[config.mk]
export PLATFORM = sky130hd
export DESIGN_NAME = cr16_control_fsm_flat
export DESIGN_NICKNAME = d
export VERILOG_FILES = /design/src/rtl/cr16_control_fsm_if.sv /design/src/rtl/cr16_control_fsm.sv /design/src/flat_wrapper.sv
export SDC_FILE = /design/constraint.sdc
export NUM_CORES = 1
export LEC_CHECK = 0
export ABC_AREA = 1
export BUFFER_PORTS_ARGS = -buffer_cell sky130_fd_sc_hd__buf_2
export CORE_MARGIN = 3
export CORE_UTILIZATION = 30
export DETAILED_ROUTE_END_ITERATION = 8
export PLACE_DENSITY_LB_ADDON = 0.3
export SLEW_MARGIN = 0
export SYNTH_ARGS = -nofsm -noshare
export SYNTH_HDL_FRONTEND = slang
export SYNTH_SLANG_ARGS = --single-unit
[constraint.sdc]
create_clock -name clk -period 3.3 [get_ports clk]
set_input_delay 0.165 -clock clk [delete_from_list [all_inputs] [get_ports clk]]
set_output_delay 0.165 -clock clk [all_outputs]
set_load 0.01 [all_outputs]
[src/rtl/cr16_control_fsm_if.sv]
// Bus bundle between the CR16 control FSM and its instruction memory,
// register file and ALU.
//   master : the control FSM (drives fetch, register addresses, ALU operands,
//            writeback, PSR, illegal_op and state)
//   slave  : the surrounding datapath and memory (drives run, instruction
//            data, register read data, ALU result and flags)
interface cr16_control_fsm_if #(
  parameter int unsigned ADDR_W = 16
);
  logic              run;
  logic              instr_req;
  logic [ADDR_W-1:0] instr_addr;
  logic              instr_valid;
  logic [15:0]       instr_data;
  logic [3:0]        rf_ra_addr;
  logic [3:0]        rf_rb_addr;
  logic [15:0]       rf_ra_data;
  logic [15:0]       rf_rb_data;
  logic [15:0]       alu_a;
  logic [15:0]       alu_b;
  logic [7:0]        alu_opcode;
  logic              alu_carry_in;
  logic [15:0]       alu_result;
  logic [4:0]        alu_flags;
  logic              rf_we;
  logic [3:0]        rf_wr_addr;
  logic [15:0]       rf_wr_data;
  logic [4:0]        psr;
  logic              illegal_op;
  logic [2:0]        state;

  modport master (
    input  run, instr_valid, instr_data, rf_ra_data, rf_rb_data, alu_result, alu_flags,
    output instr_req, instr_addr, rf_ra_addr, rf_rb_addr, alu_a, alu_b, alu_opcode,
           alu_carry_in, rf_we, rf_wr_addr, rf_wr_data, psr, illegal_op, state
  );

  modport slave (
    output run, instr_valid, instr_data, rf_ra_data, rf_rb_data, alu_result, alu_flags,
    input  instr_req, instr_addr, rf_ra_addr, rf_rb_addr, alu_a, alu_b, alu_opcode,
           alu_carry_in, rf_we, rf_wr_addr, rf_wr_data, psr, illegal_op, state
  );
endinterface

[src/rtl/cr16_control_fsm.sv]
// CR16 fetch/decode/execute/writeback controller feeding a 16-bit ALU.
// Ports:
//   clk   : rising-edge clock
//   reset : asynchronous active-high reset
//   bus   : cr16_control_fsm_if.master (fetch, register file, ALU, PSR, status)
// Every output is a flop or a bit-slice of one (IR, PC, PSR, result).
module cr16_control_fsm #(
  parameter int unsigned       ADDR_W   = 16,
  parameter logic [ADDR_W-1:0] RESET_PC = '0
) (
  input  logic               clk,
  input  logic               reset,
  cr16_control_fsm_if.master bus
);

  typedef enum logic [2:0] {
    S_IDLE      = 3'd0,
    S_FETCH     = 3'd1,
    S_DECODE    = 3'd2,
    S_EXECUTE   = 3'd3,
    S_WRITEBACK = 3'd4
  } state_e;

  state_e            state_q;
  logic [ADDR_W-1:0] pc_q;
  logic [15:0]       ir_q;
  logic [15:0]       alu_a_q;
  logic [15:0]       alu_b_q;
  logic [7:0]        alu_opcode_q;
  logic [15:0]       result_q;
  logic [4:0]        psr_q;
  logic              instr_req_q;
  logic              rf_we_q;
  logic              illegal_q;

  logic [3:0]  hi;
  logic [3:0]  ext;
  logic        dec_illegal;
  logic        dec_sets_flags;
  logic        dec_writes;
  logic [7:0]  dec_opcode;
  logic [15:0] dec_b;

  assign hi  = ir_q[15:12];
  assign ext = ir_q[7:4];

  // Instruction decode from IR; IR is stable from DECODE through WRITEBACK.
  always_comb begin
    dec_illegal    = 1'b0;
    dec_sets_flags = 1'b0;
    dec_writes     = 1'b1;
    dec_opcode     = {hi, ext};
    dec_b          = bus.rf_rb_data;
    case (hi)
      4'h0: begin
        dec_illegal    = ext inside {4'hA, 4'hD, 4'hE};
        dec_sets_flags = ext inside {4'h4, 4'h5, 4'h6, 4'h7, 4'h8, 4'h9, 4'hB, 4'hC};
        // Compares and NOP produce no register result.
        dec_writes     = !(ext inside {4'h0, 4'h8, 4'hB, 4'hC});
      end
      4'h8: begin
        dec_illegal = !((ext[3:1] == 3'b000) || (ext[3:2] == 2'b01));
        // Immediate shift count lives in the Rsrc field.
        if (ext[3:1] == 3'b000) dec_b = {12'b0, ir_q[3:0]};
      end
      4'h5, 4'h7, 4'h9, 4'hB: begin
        dec_opcode     = {hi, 4'h0};
        dec_b          = {{8{ir_q[7]}}, ir_q[7:0]};
        dec_sets_flags = 1'b1;
        dec_writes     = (hi != 4'hB);
      end
      4'h4, 4'h6: begin
        dec_opcode     = {hi, 4'h0};
        dec_b          = {8'h00, ir_q[7:0]};
        dec_sets_flags = 1'b1;
      end
      default: begin
        dec_illegal = 1'b1;
        dec_writes  = 1'b0;
      end
    endcase
  end

  // Controller state machine with registered outputs.
  always_ff @(posedge clk or posedge reset) begin
    if (reset) begin
      state_q      <= S_IDLE;
      pc_q         <= RESET_PC;
      ir_q         <= '0;
      alu_a_q      <= '0;
      alu_b_q      <= '0;
      alu_opcode_q <= '0;
      result_q     <= '0;
      psr_q        <= '0;
      instr_req_q  <= 1'b0;
      rf_we_q      <= 1'b0;
      illegal_q    <= 1'b0;
    end else begin
      rf_we_q   <= 1'b0;
      illegal_q <= 1'b0;
      case (state_q)
        S_IDLE: begin
          if (bus.run) begin
            state_q     <= S_FETCH;
            instr_req_q <= 1'b1;
          end
        end
        S_FETCH: begin
          if (bus.instr_valid) begin
            ir_q        <= bus.instr_data;
            pc_q        <= pc_q + ADDR_W'(1);
            instr_req_q <= 1'b0;
            state_q     <= S_DECODE;
          end
        end
        S_DECODE: begin
          alu_a_q      <= bus.rf_ra_data;
          alu_b_q      <= dec_b;
          alu_opcode_q <= dec_opcode;
          illegal_q    <= dec_illegal;
          state_q      <= S_EXECUTE;
        end
        S_EXECUTE: begin
          result_q <= bus.alu_result;
          if (dec_sets_flags && !dec_illegal) psr_q <= bus.alu_flags;
          rf_we_q  <= dec_writes && !dec_illegal;
          state_q  <= S_WRITEBACK;
        end
        S_WRITEBACK: begin
          if (bus.run) begin
            state_q     <= S_FETCH;
            instr_req_q <= 1'b1;
          end else begin
            state_q <= S_IDLE;
          end
        end
        default: begin
          state_q     <= S_IDLE;
          instr_req_q <= 1'b0;
        end
      endcase
    end
  end

  assign bus.instr_req    = instr_req_q;
  assign bus.instr_addr   = pc_q;
  assign bus.rf_ra_addr   = ir_q[11:8];
  assign bus.rf_rb_addr   = ir_q[3:0];
  assign bus.alu_a        = alu_a_q;
  assign bus.alu_b        = alu_b_q;
  assign bus.alu_opcode   = alu_opcode_q;
  assign bus.alu_carry_in = psr_q[3];
  assign bus.rf_we        = rf_we_q;
  assign bus.rf_wr_addr   = ir_q[11:8];
  assign bus.rf_wr_data   = result_q;
  assign bus.psr          = psr_q;
  assign bus.illegal_op   = illegal_q;
  assign bus.state        = state_q;

endmodule

[src/flat_wrapper.sv]
// flat-port wrapper written by rule: the top's interface ports become plain ports
module cr16_control_fsm_flat 
#(
  parameter int unsigned       ADDR_W   = 16,
  parameter logic [ADDR_W-1:0] RESET_PC = '0
)
  (clk, reset, bus_run, bus_instr_valid, bus_instr_data, bus_rf_ra_data, bus_rf_rb_data, bus_alu_result, bus_alu_flags, bus_instr_req, bus_instr_addr, bus_rf_ra_addr, bus_rf_rb_addr, bus_alu_a, bus_alu_b, bus_alu_opcode, bus_alu_carry_in, bus_rf_we, bus_rf_wr_addr, bus_rf_wr_data, bus_psr, bus_illegal_op, bus_state);
  cr16_control_fsm_if #(.ADDR_W(ADDR_W)) bus_i ();
  input  logic clk;
  input  logic reset;
  input wire logic [$bits(bus_i.run)-1:0] bus_run;
  input wire logic [$bits(bus_i.instr_valid)-1:0] bus_instr_valid;
  input wire logic [$bits(bus_i.instr_data)-1:0] bus_instr_data;
  input wire logic [$bits(bus_i.rf_ra_data)-1:0] bus_rf_ra_data;
  input wire logic [$bits(bus_i.rf_rb_data)-1:0] bus_rf_rb_data;
  input wire logic [$bits(bus_i.alu_result)-1:0] bus_alu_result;
  input wire logic [$bits(bus_i.alu_flags)-1:0] bus_alu_flags;
  output wire logic [$bits(bus_i.instr_req)-1:0] bus_instr_req;
  output wire logic [$bits(bus_i.instr_addr)-1:0] bus_instr_addr;
  output wire logic [$bits(bus_i.rf_ra_addr)-1:0] bus_rf_ra_addr;
  output wire logic [$bits(bus_i.rf_rb_addr)-1:0] bus_rf_rb_addr;
  output wire logic [$bits(bus_i.alu_a)-1:0] bus_alu_a;
  output wire logic [$bits(bus_i.alu_b)-1:0] bus_alu_b;
  output wire logic [$bits(bus_i.alu_opcode)-1:0] bus_alu_opcode;
  output wire logic [$bits(bus_i.alu_carry_in)-1:0] bus_alu_carry_in;
  output wire logic [$bits(bus_i.rf_we)-1:0] bus_rf_we;
  output wire logic [$bits(bus_i.rf_wr_addr)-1:0] bus_rf_wr_addr;
  output wire logic [$bits(bus_i.rf_wr_data)-1:0] bus_rf_wr_data;
  output wire logic [$bits(bus_i.psr)-1:0] bus_psr;
  output wire logic [$bits(bus_i.illegal_op)-1:0] bus_illegal_op;
  output wire logic [$bits(bus_i.state)-1:0] bus_state;
  assign bus_i.run = bus_run;
  assign bus_i.instr_valid = bus_instr_valid;
  assign bus_i.instr_data = bus_instr_data;
  assign bus_i.rf_ra_data = bus_rf_ra_data;
  assign bus_i.rf_rb_data = bus_rf_rb_data;
  assign bus_i.alu_result = bus_alu_result;
  assign bus_i.alu_flags = bus_alu_flags;
  assign bus_instr_req = bus_i.instr_req;
  assign bus_instr_addr = bus_i.instr_addr;
  assign bus_rf_ra_addr = bus_i.rf_ra_addr;
  assign bus_rf_rb_addr = bus_i.rf_rb_addr;
  assign bus_alu_a = bus_i.alu_a;
  assign bus_alu_b = bus_i.alu_b;
  assign bus_alu_opcode = bus_i.alu_opcode;
  assign bus_alu_carry_in = bus_i.alu_carry_in;
  assign bus_rf_we = bus_i.rf_we;
  assign bus_rf_wr_addr = bus_i.rf_wr_addr;
  assign bus_rf_wr_data = bus_i.rf_wr_data;
  assign bus_psr = bus_i.psr;
  assign bus_illegal_op = bus_i.illegal_op;
  assign bus_state = bus_i.state;
  cr16_control_fsm #(.ADDR_W(ADDR_W), .RESET_PC(RESET_PC)) u_core (.clk(clk), .reset(reset), .bus(bus_i));
endmodule
==> impl_metrics.env <==
export IMPL_endpoint_kind="flop"
export IMPL_ys_warn_count=0
export IMPL_seq_area_frac_synth=0.546
export IMPL_start_util=0.310
export IMPL_power_density_nw_per_um2=950
export IMPL_dieHeight_microns=129
export IMPL_numClockSinks=99
export IMPL_cts_htree_levels=3
export IMPL_fmax_ghz=0.561
export IMPL_ys_types=34
export IMPL_drt_first_pass_iters=4
export IMPL_reg2reg_slack_ns=1.52
export IMPL_r2r_end="u_core.bus.alu_b[11]"
export IMPL_ys_ff_latch=99
export IMPL_rsz0062_at_grt="no"
export IMPL_synthTopCellsByCount="241 x nand2_1, 99 x dfrtp_1, 32 x nand3_1"
export IMPL_violations="hold timing"
export IMPL_clkTransAtPathRegs_ns=0.07
export IMPL_synth_top_area_cell="dfrtp_1"
export IMPL_synthAdderAreaFrac=0.00276
export IMPL_dieWidth_microns=129
export IMPL_syn_inst=540
export IMPL_drt_total_wl_mm=11.9
export IMPL_r2r_cells=6
export IMPL_syn_area_sq_um=4540
export IMPL_finalCritPeriodShare=0.540
export IMPL_core_sq_um=14600
export IMPL_synth_edf_count=0
export IMPL_overflow=0
export IMPL_vdd_drop_max_uv=377
export IMPL_wl_per_cell_microns=13.4
export IMPL_pre_cts_ws_ns=1.52
export IMPL_slew_viol_final=0
export IMPL_ys_top_cells_by_area="dfrtp_1 55%, nand2_1 20%, nand3_1 3.5%"
export IMPL_required_ns=3.51
export IMPL_whs_ns=-0.0161
export IMPL_drc=0
export IMPL_min_path_type="input port to asynchronous set/reset pin"
export IMPL_synth_most_common_cell="nand2_1"
export IMPL_final_antenna_net_count=0
export IMPL_synthFlopType="dfrtp_1"
export IMPL_io_pins=169
export IMPL_grt_first_pass_wirelength_mm=19.2
export IMPL_clockBufferDepth=2
export IMPL_crit_type="flop to flop"
export IMPL_tns_ns=0
export IMPL_drive_above_1_share=0.310
export IMPL_synthMuxAreaShare=0
export IMPL_cts_buffers=9
export IMPL_synth_top_family_by_area="simple AND/OR/NAND/NOR gates"
export IMPL_cts_root_buffer="clkbuf_16"
export IMPL_async_flop_share=1.00
export IMPL_clk_latency_ns=0.35
export IMPL_die_area_sq_um=16600
export IMPL_area_growth_pct=28.2
export IMPL_antenna_found_initial=0
export IMPL_hold_violations=32
export IMPL_cts_tree="yes"
export IMPL_synth_compound_area_frac=0.0538
export IMPL_drt_initial_drc_count=196
export IMPL_post_route_worst_setup_slack_ns=1.52
export IMPL_n_antenna_cell=0
export IMPL_std_cell_rows=44
export IMPL_p_leak_nw=3.20
export IMPL_gr_usage_all_layers=0.146
export IMPL_synthSimpleGateAreaFrac=0.307
export IMPL_max_slew_margin=0.444
export IMPL_synth_nets=614
export IMPL_num_vias=3942
export IMPL_nets=775
export IMPL_post_cts_setup_buffers=0
export IMPL_critPathMaxFanout=41
export IMPL_grt_max_degree=67
export IMPL_cp_start_kind="flop"
export IMPL_gp_congestion=0.803
export IMPL_viasPerCell=4.43
export IMPL_maxCapViolCount=0
export IMPL_finClkSkew_ns=0.00861
export IMPL_io_buffer_count=168
export IMPL_status="finished with violations"
export IMPL_grt_pass1_vias=3778
export IMPL_ctsResizeCount=0
export IMPL_synth_xor_area_frac=0.0174
export IMPL_cp_arrival_ns=1.99
export IMPL_setup_viol=0
export IMPL_synth_top_area_share=0.546
export IMPL_r2r_start="u_core.bus.state[2]"
export IMPL_post_route_min_period_ns=1.78
export IMPL_synth_area_per_cell_sq_um=8.40
export IMPL_dpl_hpwl_mm=8.61
export IMPL_worstMarginPinSlew_ns=0.834
registers in the layout, indices dropped and copies added (netlist names):
register,flops
u_core.bus.alu_b,16
u_core.ir_q,16
u_core.bus.alu_a,16
u_core.bus.rf_wr_data,16
u_core.bus.rf_we,1
u_core.bus.illegal_op,1
u_core.bus.instr_addr,16
u_core.bus.alu_opcode,8
u_core.bus.psr,5
u_core.bus.instr_req,1
u_core.bus.state,3
critical path: stages, from the launching register on:
cell	delay [ns]
dfrtp_1	0.45
inv_1	0.08
nand2_1	0.08
nor2_2	0.12
inv_2	0.28
a21oi_2	0.46
a21boi_0	0.16
worst max path at each step:
stage / from / end / slack, ns
after floorplan: reset / u_core.bus.alu_a[0] / 0.54
after CTS: u_core.bus.state[2] / u_core.bus.alu_b[11] / 1.50
final: u_core.bus.state[2] / u_core.bus.alu_b[11] / 1.52
after detailed placement: u_core.bus.state[2] / u_core.bus.alu_b[11] / 1.52
after global routing: u_core.bus.state[2] / u_core.bus.alu_b[11] / 1.33
after global placement: u_core.bus.state[0] / u_core.bus.instr_addr[10] / 1.58
area by class of cell:
class | count | area [sq um]
Sequential cell | 99 | 2480
Timing Repair Buffer | 179 | 941
Multi-Input combinational cell | 377 | 1730
Fill cell | 1546 | 8830
Clock inverter | 4 | 48.8
Tap cell | 184 | 230
Clock buffer | 12 | 256
Inverter | 35 | 135
report_power, final:
group | leakage, nW | internal (W) | switching [W]
Sequential | 1.22 | 0.00175 | 0.000357
Clock | 0.153 | 0.000628 | 0.000456
Combinational | 1.82 | 0.000874 | 0.00146
logic make-up after synthesis:
family | after synthesis
xor gates and xnor gates | 9
DFF | 99
adders and majority gates | 1
buffers and inverters | 64
and+or+nand+nor | 326
AOI/OAI and AO/OA | 41
metrics by stage:
step / std cells / util / total power, W / hold WS [ns] / cell area, sq um
finish: 890 / 0.397 / 0.00553 / -0.0161 / 5820
global route: 890 / 0.397 / 0.00604 / 0.00984 / 5820
CTS: 890 / 0.397 / 0.00563 / 0.000721 / 5820
detailed placement: 867 / 0.372 / 0.00451 / 0.363 / 5440
global placement: 867 / 0.372 / 0.00448 / 0.360 / 5440
floorplan: 540 / - / 0.00372 / 0.275 / 4540
what timing repair did:
item                                   in CTS  in global routing
setup endpoints to repair                   0                  0
endpoints found under the hold margin       7                  0
hold buffers                                7                  0
routing by layer:
layer	GRT usage	vias to the layer above	routed length [microns]
met2	0.243	118	5670
li1	-	1998	-
met3	0.0432	11	865
met4	0.0445	0	153
met1	0.184	1815	5220
met5	0	-	0
layout by cell type, fill, tap and decap left out, drive strengths merged:
master,n
nand3,36
clkbuf,12
a21oi,4
nand4,3
nand3b,2
o21a,1
ha,1
dlygate4sd3,7
inv,34
nand2,247
or2,8
o31ai,5
dfrtp,99
clkinv,4
xnor2,2
buf,172
o21ai,23
nor3,1
xor2,7
nor2,29
a21boi,8
bufinv,1
Power figures use the tool's default switching activity.
